$ cat config.mk
export PLATFORM = sky130hd
export DESIGN_NAME = seg_disp_sched
export DESIGN_NICKNAME = d
export VERILOG_FILES = /design/src/rtl/seg_disp_sched_pkg.sv /design/src/rtl/seg_disp_sched_btn_debounce.sv /design/src/rtl/seg_disp_sched.sv
export SDC_FILE = /design/constraint.sdc
export NUM_CORES = 1
export LEC_CHECK = 0
export ABC_AREA = 1
export BUFFER_PORTS_ARGS = -buffer_cell sky130_fd_sc_hd__buf_4
export CORE_MARGIN = 4
export CORE_UTILIZATION = 60
export DETAILED_ROUTE_END_ITERATION = 8
export PLACE_DENSITY_LB_ADDON = 0.08
export RECOVER_POWER = 100
export SYNTH_ARGS = -nofsm -noshare
export SYNTH_HDL_FRONTEND = slang
export SYNTH_SLANG_ARGS = --single-unit
$ cat constraint.sdc
create_clock -name clk -period 6.1 [get_ports clk]
set_input_delay 0.915 -clock clk [delete_from_list [all_inputs] [get_ports clk]]
set_output_delay 0.915 -clock clk [all_outputs]
set_load 0.02 [all_outputs]
$ cat src/rtl/seg_disp_sched_pkg.sv
// seg_disp_sched_pkg: shared state encodings, sizes and source-index helpers
package seg_disp_sched_pkg;
    localparam int NUM_SRC = 4;
    localparam int SRC_W   = 2;

    typedef enum logic {S_AUTO = 1'b0, S_MANUAL = 1'b1} state_t;

    // first index set in mask searched round-robin after cur; cur itself if none
    function automatic logic [SRC_W-1:0] rr_next(input logic [SRC_W-1:0] cur, input logic [NUM_SRC-1:0] mask);
        logic [SRC_W-1:0] idx;
        rr_next = cur;
        for (int k = NUM_SRC - 1; k >= 1; k--) begin
            idx = cur + SRC_W'(k);
            if (mask[idx]) rr_next = idx;
        end
    endfunction

    // lowest set index of mask, 0 when mask is empty
    function automatic logic [SRC_W-1:0] first_set(input logic [NUM_SRC-1:0] mask);
        first_set = '0;
        for (int k = NUM_SRC - 1; k >= 0; k--)
            if (mask[k]) first_set = SRC_W'(k);
    endfunction

    function automatic logic [NUM_SRC-1:0] onehot(input logic [SRC_W-1:0] i);
        onehot = NUM_SRC'(1) << i;
    endfunction
endpackage

$ cat src/rtl/seg_disp_sched_btn_debounce.sv
// seg_disp_sched_btn_debounce: synchronises a raw button, accepts a level after a stable run, flags its rising edge
module seg_disp_sched_btn_debounce #(
    parameter int               DEB_W      = 20,
    parameter logic [DEB_W-1:0] DEB_CYCLES = 20'd500_000
) (
    input  logic clk,
    input  logic reset,
    input  logic btn,
    output logic press
);
    logic             sync1, sync2, level, level_q;
    logic [DEB_W-1:0] cnt;

    // two-flop sync, then count consecutive samples that differ from the accepted level
    always_ff @(posedge clk) begin
        if (reset) begin
            sync1   <= 1'b0;
            sync2   <= 1'b0;
            level   <= 1'b0;
            level_q <= 1'b0;
            cnt     <= '0;
        end else begin
            sync1   <= btn;
            sync2   <= sync1;
            level_q <= level;
            if (sync2 == level) cnt <= '0;
            else if (cnt == DEB_CYCLES - DEB_W'(1)) begin
                level <= sync2;
                cnt   <= '0;
            end else cnt <= cnt + DEB_W'(1);
        end
    end

    assign press = level & ~level_q;
endmodule

$ cat src/rtl/seg_disp_sched.sv
// seg_disp_sched: picks which of four status words drives the 7-seg display (auto rotation or manual stepping)
module seg_disp_sched
    import seg_disp_sched_pkg::*;
#(
    parameter int                 CNT_W        = 24,
    parameter logic [CNT_W-1:0]   DWELL_CYCLES = 24'd12_000_000,
    parameter int                 DEB_W        = 20,
    parameter logic [DEB_W-1:0]   DEB_CYCLES   = 20'd500_000,
    parameter logic [NUM_SRC-1:0] SRC_EN       = 4'b1111
) (
    input  logic               clk,
    input  logic               reset,
    input  logic [15:0]        hex0,
    input  logic [15:0]        hex1,
    input  logic [15:0]        hex2,
    input  logic [15:0]        hex3,
    input  logic [NUM_SRC-1:0] upd,
    input  logic               btn_mode,
    input  logic               btn_next,
    output logic [15:0]        hex_out,
    output logic [SRC_W-1:0]   src_sel,
    output logic               mode_auto,
    output logic [NUM_SRC-1:0] pending
);
    localparam logic [SRC_W-1:0] SEL_RST = first_set(SRC_EN);

    state_t             state;
    logic [CNT_W-1:0]   cnt;
    logic               mode_press, next_press, dwell_done;
    logic [NUM_SRC-1:0] pend_en;
    logic [SRC_W-1:0]   auto_next, man_next, sel_d;
    logic [15:0]        hex_sel;

    seg_disp_sched_btn_debounce #(.DEB_W(DEB_W), .DEB_CYCLES(DEB_CYCLES)) u_deb_mode (
        .clk(clk), .reset(reset), .btn(btn_mode), .press(mode_press)
    );

    seg_disp_sched_btn_debounce #(.DEB_W(DEB_W), .DEB_CYCLES(DEB_CYCLES)) u_deb_next (
        .clk(clk), .reset(reset), .btn(btn_next), .press(next_press)
    );

    // next source: pending sources jump the queue in auto; a mode press freezes the selection
    always_comb begin
        dwell_done = cnt == DWELL_CYCLES - CNT_W'(1);
        pend_en    = pending & SRC_EN;
        auto_next  = |pend_en ? rr_next(src_sel, pend_en) : rr_next(src_sel, SRC_EN);
        man_next   = rr_next(src_sel, SRC_EN);
        sel_d      = mode_press ? src_sel :
                     state == S_AUTO ? (dwell_done ? auto_next : src_sel) :
                     (next_press ? man_next : src_sel);
        hex_sel    = src_sel[1] ? (src_sel[0] ? hex3 : hex2) : (src_sel[0] ? hex1 : hex0);
    end

    // mode FSM, dwell counter, selection, update flags and registered display word
    always_ff @(posedge clk) begin
        if (reset) begin
            state   <= S_AUTO;
            cnt     <= '0;
            src_sel <= SEL_RST;
            pending <= '0;
            hex_out <= '0;
        end else begin
            src_sel <= sel_d;
            hex_out <= hex_sel;
            pending <= (pending | (upd & SRC_EN & ~onehot(src_sel))) & ~onehot(sel_d);
            if (mode_press) begin
                state <= state == S_AUTO ? S_MANUAL : S_AUTO;
                cnt   <= '0;
            end else if (state == S_AUTO) cnt <= dwell_done ? '0 : cnt + CNT_W'(1);
        end
    end

    assign mode_auto = state == S_AUTO;
endmodule
# After elaboration in Yosys (flattened, before gate mapping)
# Cells that the tools add are included.
totals:
  reg_bits: 95
  inputBits: 72
  out_inout_bits: 23
op_classes:
  add_sub_neg: 6
  magnitude_cmp: 3
  eq_ne: 5
  shifts: 2
  mux: 28
  bitwise: 12
  n_reduce_logical: 6
ops:
  columns: ["operator", "count"]
  rows:
  - ["16-bit 2-to-1 mux", 3]
  - ["20-bit by 1-bit adder with 20-bit output, second input constant", 2]
  - ["20-bit by 19-bit == test with 1-bit output, second input constant", 2]
  - ["24-bit by 1-bit adder with 24-bit output, second input constant", 1]
  - ["24-bit == test, second input constant", 1]
  - ["24-bit 2-to-1 mux", 1]
  - ["2-bit 2-to-1 mux", 11]
  - ["1-bit binary-select mux with 2-bit select", 6]
  - ["2-bit by 3-bit less-than comparator with 1-bit output, second input constant", 3]
  - ["4-bit AND", 2]
  - ["4-bit inverter", 2]
  - ["1-bit by 2-bit left shift with 4-bit output, first input constant", 2]
  - ["1-bit 2-to-1 mux", 7]
  - ["3-bit OR reduction", 2]
  - ["1-bit inverter", 5]
  - ["2-bit adder, second input constant", 2]
  - ["4-bit OR", 1]
  - ["2-bit AND reduction", 2]
  - ["4-bit OR reduction", 1]
  - ["2-bit by 1-bit adder with 2-bit output, second input constant", 1]
  - ["1-bit AND", 2]
  - ["1-bit == test", 2]
  - ["2-bit OR reduction", 1]

# Depth between registers and ports, before layout
# Gate-level depths: netlist of the first run.
depth:
  ltp_word: 13
  ltp_mapped: 16
  depth_no_buf: 13

# Cells and area by module
# Synthesis of the first run repeated with hierarchy kept, for this count alone.
unflattened:
  cells_unflattened: 754
  area_unflattened_um2: 5281.3
by_module_without_submodules:
  columns: ["module", "instances", "cells_each", "area_per_inst_um2"]
  rows:
  - ["seg_disp_sched", 1, 408, 2653.8]
  - ["seg_disp_sched_btn_debounce", 2, 173, 1313.8]

# Worst setup path after synthesis of the first run
# OpenSTA, ideal clock, no wires.
synth_path:
  path_type: "register -> register"
  from: "register src_sel[1]"
  to: "register pending[2]"
  t_arrival_ns: 2.171
  slack_ns: 3.816
  path_stages_with_launch: 16
  path_cell_list: "dfxtp_1 -> buf_2 -> inv_2 -> buf_2 -> buf_1 -> ha_1 -> inv_1 -> nand3_1 -> nand2_1 -> nand3_1 -> nand2_1 -> nand3_1 -> nand3_1 -> nand2_2 -> o21ai_1 -> inv_1"
synth_via:
  elab_chain_len: 13
synth_rtl:
  columns: ["element", "line", "text"]
  rows:
  - ["from (decl)", "seg_disp_sched.sv:21", "output logic [SRC_W-1:0] src_sel,"]
  - ["from (signal assigned)", "seg_disp_sched.sv:63", "src_sel <= sel_d;"]
  - ["2-bit adder", "seg_disp_sched_pkg.sv:13", "idx = cur + SRC_W'(k);"]
  - ["1-bit binary-select mux with 2-bit select", "seg_disp_sched_pkg.sv:14", "if (mask[idx]) rr_next = idx;"]
  - ["1-bit 2-to-1 mux (not written as such)", "seg_disp_sched_pkg.sv:14", null]
  - ["2-bit 2-to-1 mux (3 in series)", "seg_disp_sched_pkg.sv:14", null]
  - ["2-bit 2-to-1 mux", "seg_disp_sched.sv:46", "auto_next = |pend_en ? rr_next(src_sel, pend_en) : rr_next(src_sel, SRC_EN);"]
  - ["2-bit 2-to-1 mux (2 in series)", "seg_disp_sched.sv:49", "state == S_AUTO ? (dwell_done ? auto_next : src_sel) :"]
  - ["2-bit 2-to-1 mux", "seg_disp_sched.sv:48", "sel_d = mode_press ? src_sel :"]
  - ["1-bit by 2-bit left shift with 4-bit output", "seg_disp_sched_pkg.sv:26", "onehot = NUM_SRC'(1) << i;"]
  - ["4-bit inverter", "seg_disp_sched.sv:65", "pending <= (pending | (upd & SRC_EN & ~onehot(src_sel))) & ~onehot(sel_d);"]
  - ["4-bit AND (*)", "seg_disp_sched.sv:65", null]
  - ["to (signal assigned)", "seg_disp_sched.sv:65", null]
  - ["to (decl)", "seg_disp_sched.sv:23", "output logic [NUM_SRC-1:0] pending"]
# Every way passes the cells marked *; elsewhere a longest branch is shown, timed or not. The select of a mux whose other input is x is not followed.
# A chain may end at the register's enable or synchronous reset.

# Worst setup path in the final report of the first run
layout_path:
  from: "register src_sel[0]"
  to: "output src_sel[0]"
# No word-level cell between the ends.

==> impl_metrics.env, run 1 <==
export IMPL_status="complete, but fails checks"
export IMPL_violations="capacitance limit, slew limit"
export IMPL_min_period_over_period_pct=53.7
export IMPL_slowest_stage="clkbuf_1"
export IMPL_multi_input_area_um2=2470
export IMPL_fin_util_pct=72.9
export IMPL_ctsResizeCount=0
export IMPL_r2r_start="cnt[0]"
export IMPL_tightest_slew_ns=1.79
export IMPL_clkLatencyLatePin_ns=0.35
export IMPL_core_um2=7770
export IMPL_seqCellArea_um2=1900
export IMPL_grt_pass1_vias=4535
export IMPL_maxCapViolations=1
export IMPL_rows=32
export IMPL_start_util_pct=62.0
export IMPL_max_slew_margin_pct=-19.4
export IMPL_post_drt_wl_per_cell_um=13.5
export IMPL_synth_area_per_cell_um2=6.98
export IMPL_portBuffers=94
export IMPL_slowest_delay_ns=1.30
export IMPL_ioPinCount=95
export IMPL_drtAntennaViolNets=0
export IMPL_gr_usage_all_layers_pct=25.0
export IMPL_place_gp_congestion=0.895
export IMPL_die_area_um2=9520
export IMPL_yosys_warnings=0
export IMPL_cp_num_buf_inv=2
export IMPL_rsz0062_at_grt="no"
export IMPL_hold_path_endpoint="u_deb_mode.sync2"
export IMPL_chipWidth_um=97.6
export IMPL_rr_worst_depth=9
export IMPL_min_path_cells=2
export IMPL_area_growth_synth_to_final_pct=17.7
export IMPL_crit_chain="clkbuf_1 > buf_4"
export IMPL_drive_above_1_share_pct=16.1
export IMPL_ir_drop_mv=0.226
export IMPL_nets=856
export IMPL_ctsLongestPathBuffers=2
export IMPL_end_kind="primary output"
export IMPL_path_max_fanout=42
export IMPL_post_cts_setup_buffers=0
export IMPL_synth_flop_cell="dfxtp_1"
export IMPL_overflow=0
export IMPL_syn_inst=689
export IMPL_tritoncts="built"
export IMPL_root_buffer="clkbuf_8"
export IMPL_htreeDepth=3
export IMPL_path_clk_slew_ns=0.10
export IMPL_worst_setup_path_type="flop to primary output"
export IMPL_critPathRequiredTime_ns=5.18
export IMPL_hold_violations=0
export IMPL_dr_total_vias=4712
export IMPL_ys_seq_area_share_pct=39.5
export IMPL_antenna_found_initial=0
export IMPL_setup_tns_ns=0
export IMPL_drc=0
export IMPL_finalMaxSlewViolations=43
export IMPL_worstHoldStart="u_deb_mode.sync1"
export IMPL_p_per_area_nw_per_um2=205
export IMPL_dp_hpwl_mm=8.95
export IMPL_synth_edf_count=0
export IMPL_skew_ns=0.0105
export IMPL_synth_seq_cells=95
export IMPL_reg2reg_slack_ns=3.11
export IMPL_cts_buffers=9
export IMPL_vias_per_cell=5.33
export IMPL_drtIter0Drc=234
export IMPL_max_freq_mhz=305
export IMPL_grt_max_degree=43
export IMPL_wl_mm=11.9
export IMPL_antennaDiodeCount=0
export IMPL_min_period_ns=3.27
export IMPL_cp_start_kind="flop"
export IMPL_cts_sinks=95
export IMPL_hold_buffers=0
export IMPL_leakage_uw=0.00224
export IMPL_crit_family="buffers and inverters"
export IMPL_cp_arrival_ns=2.36
export IMPL_setup_viol=0
export IMPL_first_pass_iters=4
export IMPL_fillCellCount=661
export IMPL_die_height_um=97.6
export IMPL_synth_nets=768
export IMPL_hold_class="flop to flop"
export IMPL_ys_types=42
export IMPL_synth_area_um2=4810
export IMPL_timing_rr_end="cnt[13]"
export IMPL_grt_pass1_wl_mm=20.2
export IMPL_postSynth_asyncResetShare_pct=0
registers in the layout (all words and copies together), names as in the netlist:
name / cells
u_deb_mode.level: 1
u_deb_mode.level_q: 1
state: 1
u_deb_mode.sync1: 1
cnt: 24
u_deb_next.sync1: 1
u_deb_next.cnt: 20
pending: 4
u_deb_next.sync2: 1
hex_out: 16
u_deb_mode.sync2: 1
src_sel: 2
u_deb_next.level_q: 1
u_deb_next.level: 1
u_deb_mode.cnt: 20
cell usage in the layout, fill, tap and decap left out, types with 2 or more instances in the layout:
cell type / instances
o21ai_1: 3
clkbuf_8: 9
nand4_1: 13
clkbuf_1: 23
clkinvlp_4: 2
nor2_2: 6
xor2_1: 19
dfxtp_1: 95
nor3b_1: 5
inv_8: 3
nand2_1: 88
nor4_2: 2
nor3_1: 34
o21a_1: 3
nor2_1: 143
inv_1: 77
nand3_2: 3
ha_1: 7
nand3_1: 30
buf_4: 72
nand2_2: 5
nor2_4: 2
inv_2: 10
o21ai_0: 50
a21oi_1: 49
nand4_2: 2
nor3_2: 5
or2_0: 3
nor4_1: 4
xnor2_1: 3
cells in the mapped netlist, types with 7 or more instances:
cell	number	area [um2]
a21oi_1	49	245
dfxtp_1	95	1900
ha_1	7	87.6
inv_1	73	274
inv_2	14	52.6
nand2_1	85	319
nand2_2	8	50.1
nand3_1	30	150
nand4_1	13	81.3
nor2_1	143	537
nor3_1	34	170
o21ai_0	46	230
xor2_1	19	166
kinds of logic (layout without fill, tap and decap cells):
logic type	count (synthesis)	count (layout)	synth area share, %
AOI/OAI and AO/OA	110	110	12.2
DFF	95	95	39.5
adders and majority gates	7	7	1.82
xor gates and xnor gates	22	22	4.00
buffers and inverters	106	199	8.63
and+or+nand+nor	349	349	33.8
metal layers:
layer | GRT usage (%) | share of wire (%) | up-vias
li1 | - | - | 2397
met1 | 31.2 | 44 | 2132
met2 | 43.2 | 47 | 153
met3 | 4.95 | 6.4 | 30
met4 | 8.31 | 2.4 | 0
met5 | 0 | 0 | -
worst max path at each step:
stage	start	endpoint	depth (start not counted)	slack, ns
2_1_floorplan	src_sel[1]	pending[2]	15	3.82
3_3_place_gp	src_sel[1]	pending[2]	12	3.61
3_5_place_dp	src_sel[1]	pending[0]	13	3.52
4_1_cts	src_sel[1]	pending[0]	13	3.48
5_1_grt	src_sel[0]	src_sel[0]	2	2.71
6_report	src_sel[0]	src_sel[0]	2	2.83
cell type report:
type / count / share of cell area [%]
flip-flops and latches: 95 / 33.6
well taps: 102 / 2.25
repair buffers: 95 / 11.1
clock inverters: 7 / 1.55
clock buffers: 9 / 2.19
multi-input cells: 488 / 43.5
inverters: 88 / 5.83
metrics by stage:
stage          cell area, um2  cells  power (uW)  worst slack [ns]  hold slack [ns]
6_report                 5660    884        1160              2.83            0.411
5_1_grt                  5660    884        1210              2.71            0.433
4_1_cts                  5780    884        1180              3.48            0.417
3_5_place_dp             5570    868         744              3.52            0.409
3_3_place_gp             5570    868         742              3.61            0.393
2_1_floorplan            4810    689         689              3.82            0.388
worst min-delay path, delay by kind of cell, from the launching register on:
kind / cells / cell delay (ns)
buffers and inverters: 1 / 0.04
DFF: 1 / 0.31
and+or+nand+nor: 1 / 0.03
power by group:
group	internal, uW	switching (uW)	total [uW]
clock network	200	240	440
logic	43.4	44.0	87.4
registers	630	4.84	635
total	873	289	1160
(Power assumes the default switching activity.)
==> inputs of run 2 (changes only) <==
Settings changed: ABC_AREA 1 to 0, CORE_UTILIZATION 60 to 54.
Clock period 6.1 ns to 3.3 ns, I/O delays scaled along.
==> run 2 against run 1 <==
  * The flow still finishes with violations (capacitance limit, slew limit)
  * Count of clock-buffer cells in the layout rose by 1
  * Total power is 79% higher
  * Final cell count is 25% lower
  * Global-route usage fell by 5.0 points
  * Sequential power grew 86%
  * Via count down 26%
  * Clock skew shrank 0.0011 ns
  * Critical path depth grew 5
  * Clock power grew 70%
  * Non-clock buffer count up 2
  * Worst setup slack lost 2.0 ns
  * Critical endpoint is now cnt[17]
  * Largest cell class unchanged
  * Highest routed layer unchanged
==> impl_metrics.env, run 2 <==
export IMPL_status="complete, but fails checks"
export IMPL_violations="capacitance limit, slew limit"
export IMPL_vias_per_cell=5.27
export IMPL_ctsResizeCount=0
export IMPL_largest_reg_flops=24
export IMPL_clkLatencyLatePin_ns=0.35
export IMPL_chipWidth_um=98.3
export IMPL_gr_usage_all_layers_pct=20.0
export IMPL_post_cts_setup_buffers=0
export IMPL_yosysMostFrequentCell="dfxtp_1"
export IMPL_maxCapViolations=1
export IMPL_yosys_area_top_type="dfxtp_1"
export IMPL_drc=0
export IMPL_busiest_layer="met2"
export IMPL_ys_seq_area_share_pct=43.2
export IMPL_area_growth_synth_to_final_pct=19.8
export IMPL_max_freq_mhz=400
export IMPL_hold_buffers=0
export IMPL_total_power_uw=2080
export IMPL_stdcell_area_um2=5280
export IMPL_place_gp_congestion=0.763
export IMPL_max_slew_margin_pct=-0.927
export IMPL_top_register="cnt"
export IMPL_wl_mm=9.45
export IMPL_start_util_pct=56.2
export IMPL_yosys_warnings=0
export IMPL_core_um2=7850
export IMPL_min_period_over_period_pct=75.8
export IMPL_nets=639
export IMPL_ioPinCount=95
export IMPL_leakage_uw=0.00192
export IMPL_overflow=0
export IMPL_postSynth_asyncResetShare_pct=0
export IMPL_min_period_ns=2.50
export IMPL_worst_path_most_repeated_cell="and4_1"
export IMPL_ys_top_cells_by_count="dfxtp_1, nor2_1, xor2_1, nor2b_1, nand2_1"
export IMPL_drive_above_1_share_pct=19.5
export IMPL_crit_chain="ha_1 > and4_1 > and4_1 > nand4_1 > o21ai_0 > clkbuf_1 > nor2_1"
export IMPL_finalMaxSlewViolations=37
export IMPL_drtAntennaViolNets=0
export IMPL_htreeDepth=3
export IMPL_slowest_stage="clkbuf_1"
export IMPL_crit_family="simple AND/OR/NAND/NOR gates"
export IMPL_synth_seq_cells=95
export IMPL_end_kind="flop"
export IMPL_hold_ws_ns=0.353
export IMPL_slowest_delay_ns=0.72
export IMPL_rows=32
export IMPL_path_clk_slew_ns=0.09
export IMPL_grtUsageMet1_pct=25.8
export IMPL_skew_ns=0.00938
export IMPL_post_drt_wl_per_cell_um=14.2
export IMPL_fin_util_pct=67.3
export IMPL_synth_nets=549
export IMPL_met3_usage_pct=4.71
export IMPL_synth_area_um2=4410
export IMPL_tightest_slew_ns=1.51
export IMPL_synth_edf_count=0
export IMPL_cts_buffers=9
export IMPL_path_max_fanout=22
export IMPL_cp_arrival_ns=2.71
export IMPL_synth_flop_cell="dfxtp_1"
export IMPL_root_buffer="clkbuf_8"
export IMPL_grt_pass1_wl_mm=16.1
export IMPL_worst_setup_path_type="flop to flop"
export IMPL_hold_class="input port to flop"
export IMPL_die_area_um2=9670
export IMPL_antenna_found_initial=0
export IMPL_rsz0062_at_grt="no"
export IMPL_ir_drop_mv=0.251
export IMPL_tritoncts="built"
export IMPL_setup_viol=0
export IMPL_p_per_area_nw_per_um2=395
export IMPL_dr_total_vias=3507
export IMPL_cts_sinks=95
export IMPL_syn_inst=470
export IMPL_setup_tns_ns=0
export IMPL_ctsLongestPathBuffers=2
export IMPL_grt_max_degree=37
export IMPL_biggestRegsByFlops="cnt: 24 flops, u_deb_mode.cnt: 20 flops, u_deb_next.cnt: 20 flops"
export IMPL_die_height_um=98.3
export IMPL_synth_area_per_cell_um2=9.38
export IMPL_ys_types=44
export IMPL_first_pass_iters=4
export IMPL_drtIter0Drc=143
export IMPL_synthTopCellsByArea="dfxtp_1, mux4_2, xor2_1"
export IMPL_synth_top_area_share_pct=43.2
export IMPL_dp_hpwl_mm=7.07
export IMPL_final_common_cell="dfxtp_1"
export IMPL_antennaDiodeCount=0
export IMPL_post_dp_cell_area_um2=5190
export IMPL_grt_pass1_vias=3533
export IMPL_use_met2_pct=33.7
export IMPL_critPathRequiredTime_ns=3.51
export IMPL_portBuffers=94
export IMPL_layout_common_cells="dfxtp_1, nor2_1, buf_4"
export IMPL_cp_num_buf_inv=1
export IMPL_hold_violations=0
export IMPL_cp_start_kind="flop"
==> run 2: worst paths after layout <==
path                    start                to  slack (ns)  cells after the start
max                    cnt[0]           cnt[17]        0.80                      7
min                  btn_next  u_deb_next.sync1        0.35                      2
max reg2reg            cnt[0]           cnt[17]        0.80                      7
min reg2reg  u_deb_mode.sync1  u_deb_mode.sync2        0.45                      1
==> run 2: layout make-up <==
class                           instances  area, um2
Clock buffer                           10        128
Fill cell                             668       2570
Sequential cell                        95       1900
Inverter                               14       52.6
Clock inverter                          5       58.8
Tap cell                              102        128
Multi-Input combinational cell        343       2370
Timing Repair Buffer                   97        636
==> run 2: logic make-up after synthesis <==
group                      share of synthesized area, %
adders and majority gates                          1.99
DFF                                                43.2
buffers and inverters                              2.87
muxes                                              9.57
AOI/OAI and AO/OA                                  4.77
xor gates and xnor gates                           11.3
and+or+nand+nor                                    26.3
==> run 2: per-layer routing <==
metal	up-vias	routed length (um)
met5	-	0
met4	0	166
met3	17	403
met2	81	4680
met1	1616	4200
li1	1793	-
==> run 2: power breakdown <==
part / switching (uW) / leakage, uW / total (uW) / internal (uW)
Clock: 401 / 0.0000888 / 750 / 348
Combinational: 66.2 / 0.00106 / 156 / 90.2
Sequential: 12.2 / 0.000772 / 1180 / 1170
Total: 480 / 0.00192 / 2080 / 1600
==> run 2: per-stage QoR <==
step / cells / worst slack (ns)
2_1_floorplan: 470 / 1.16
4_1_cts: 666 / 1.03
3_3_place_gp: 651 / 1.17
3_5_place_dp: 651 / 1.05
5_1_grt: 666 / 0.591
6_report: 666 / 0.799
==> inputs of run 3 (changes only) <==
Settings changed: ABC_AREA 0 to 1, CORE_UTILIZATION 54 to 50.
Clock period 3.3 ns to 2.1 ns, I/O delays scaled along.
==> run 3 against run 2 <==
  * Clock skew grew 0.0010 ns
  * Cell area grew 8.3%
  * The run now ends clean
  * Critical path type unchanged
  * Clock power grew 61%
  * Wire length grew 23%
  * Core utilization shrank 5.7 points
  * Maximum frequency grew 29%
  * Worst setup slack lost 0.63 ns
  * Critical endpoint is now cnt[13]
  * Die area grew 16%
  * Sequential power grew 56%
  * Flip-flop and latch count is the same
==> impl_metrics.env, run 3 (synthesis gave the netlist of run 1 again) <==
export IMPL_finalWorstSetupSlack_ns=0.164
export IMPL_start_util_pct=51.8
export IMPL_rsz0062_at_grt="no"
export IMPL_post_drt_wl_per_cell_um=12.6
export IMPL_wl_met2_mm=5.39
export IMPL_area_growth_synth_to_final_pct=18.8
export IMPL_fin_util_pct=61.6
export IMPL_path_max_fanout=8
export IMPL_end_kind="flop"
export IMPL_hold_buffers=0
export IMPL_ir_drop_mv=0.442
export IMPL_first_pass_iters=5
export IMPL_ctsResizeCount=0
export IMPL_die_area_um2=11300
export IMPL_rows=35
export IMPL_tightest_slew_ns=0.477
export IMPL_pre_cts_ws_ns=0.260
export IMPL_min_path_cells=3
export IMPL_setup_viol=0
export IMPL_wl_mm=11.6
export IMPL_max_freq_mhz=516
export IMPL_final_cells=916
export IMPL_maxCapViolations=0
export IMPL_skew_ns=0.0104
export IMPL_dr_total_vias=4657
export IMPL_path_clk_slew_ns=0.09
export IMPL_worstHoldStart="btn_mode"
export IMPL_met3WireLength_um=720
export IMPL_crit_chain="ha_1 > nand2_1 > nor2_4 > nand3_1 > o21ai_4 > clkbuf_1 > o21a_1 > a21oi_1"
export IMPL_grt_max_degree=43
export IMPL_antenna_found_initial=0
export IMPL_biggestRegsByFlops="cnt: 24 flops, u_deb_mode.cnt: 20 flops, u_deb_next.cnt: 20 flops"
export IMPL_drtAntennaViolNets=0
export IMPL_worst_setup_path_type="flop to flop"
export IMPL_slowest_stage="clkbuf_1"
export IMPL_comb_power_share_pct=7.7
export IMPL_clkLatencyLatePin_ns=0.36
export IMPL_post_cts_setup_buffers=0
export IMPL_chipWidth_um=106
export IMPL_tritoncts="built"
export IMPL_hold_class="input port to flop"
export IMPL_min_period_ns=1.94
export IMPL_rr_worst_depth=8
export IMPL_nets=861
export IMPL_hold_violations=0
export IMPL_timing_rr_end="cnt[13]"
export IMPL_maxUsedRoutingLayer="met4"
export IMPL_htreeDepth=3
export IMPL_grt_pass1_wl_mm=19.5
export IMPL_finalMaxSlewViolations=0
export IMPL_portBuffers=94
export IMPL_overflow=0
export IMPL_swShare_pct=23.8
export IMPL_layout_common_cells="nor2_1, dfxtp_1, nand2_1"
export IMPL_p_per_area_nw_per_um2=579
export IMPL_drc=0
export IMPL_top_register="cnt"
export IMPL_reg2reg_slack_ns=0.16
export IMPL_antennaDiodeCount=0
export IMPL_largest_reg_flops=24
export IMPL_min_period_over_period_pct=92.2
export IMPL_p_clk_share_pct=36.6
export IMPL_gr_usage_all_layers_pct=20.5
export IMPL_status="finished clean"
export IMPL_final_common_cell="nor2_1"
export IMPL_root_buffer="clkbuf_8"
export IMPL_core_um2=9280
export IMPL_hold_ws_ns=0.156
export IMPL_seq_power_share_pct=55.7
export IMPL_r2r_start="cnt[0]"
export IMPL_leakage_uw=0.00227
export IMPL_cp_start_kind="flop"
export IMPL_grt_pass1_vias=4440
export IMPL_die_height_um=106
export IMPL_p_int_uw=2520
export IMPL_hold_path_endpoint="u_deb_mode.sync1"
export IMPL_ctsLongestPathBuffers=2
export IMPL_slowest_delay_ns=0.40
export IMPL_ioPinCount=95
export IMPL_critPathRequiredTime_ns=2.36
export IMPL_drive_above_1_share_pct=16.6
export IMPL_power_switching_uw=788
export IMPL_vias_per_cell=5.08
export IMPL_cts_buffers=9
export IMPL_place_gp_congestion=0.916
export IMPL_cp_arrival_ns=2.19
export IMPL_max_slew_margin_pct=67.9
export IMPL_cts_sinks=95
export IMPL_met1_length_mm=5.26
export IMPL_dp_hpwl_mm=8.56
export IMPL_dp_cells=900
export IMPL_drtIter0Drc=228
export IMPL_setup_tns_ns=0
==> run 3: cell count changes in the layout (fill, tap and decap cells not counted), moves of 7 or more <==
cell and change:
nor2_1 +65, nand2_1 +62, inv_1 +61, a21oi_1 +38
o21ai_0 +38, nor2b_1 -28, nor3_1 +22, xnor2_1 -19
mux4_2 -16, xor2_1 -16, inv_2 +12, nand3_1 +10
or3_1 -7
==> run 3: routing by layer <==
layer / global-route usage (%) / vias up
met1: 25.5 / 2097
li1: - / 2407
met2: 34.5 / 133
met5: 0 / -
met4: 7.40 / 0
met3: 4.74 / 20
==> run 3: cell type report <==
type	instances	area (um2)
Clock buffer	10	128
Clock inverter	6	68.8
Fill cell	908	3570
Inverter	88	330
Multi-Input combinational cell	488	2460
Sequential cell	95	1900
Tap cell	129	161
Timing Repair Buffer	100	662
==> run 3: worst max path at each step <==
stage,start,end,slack (ns),cells after the start
floorplan,src_sel[1],pending[2],0.009,15
global placement,u_deb_next.cnt[0],u_deb_next.cnt[10],0.32,9
detailed placement,u_deb_next.cnt[0],u_deb_next.cnt[18],0.26,9
CTS,u_deb_next.cnt[0],u_deb_next.cnt[18],0.25,9
global route,cnt[0],pending[0],0.04,11
finish,cnt[0],cnt[13],0.16,8
==> run 3: power groups by stage <==
stage / logic (uW) / clock network (uW) / registers, uW
detailed placement: 272 / 0 / 1890
floorplan: 91.1 / 0 / 1910
CTS: 273 / 1250 / 1840
global route: 283 / 1320 / 1850
global placement: 269 / 0 / 1890
finish: 254 / 1210 / 1840
==> run 3: critical path: cells and delay by family, from the launching register on <==
| kind | cells | cell delay (ns) |
|---|---|---|
| adders and majority gates | 1 | 0.21 |
| buffers and inverters | 1 | 0.40 |
| AOI/OAI and AO/OA | 3 | 0.42 |
| DFF | 1 | 0.39 |
| and+or+nand+nor | 3 | 0.43 |
==> run 3: metrics by stage <==
step	instance area [um2]	power, uW
3_3_place_gp	5640	2150
2_1_floorplan	4820	2000
5_1_grt	5720	3450
6_report	5720	3310
3_5_place_dp	5640	2160
4_1_cts	5840	3370
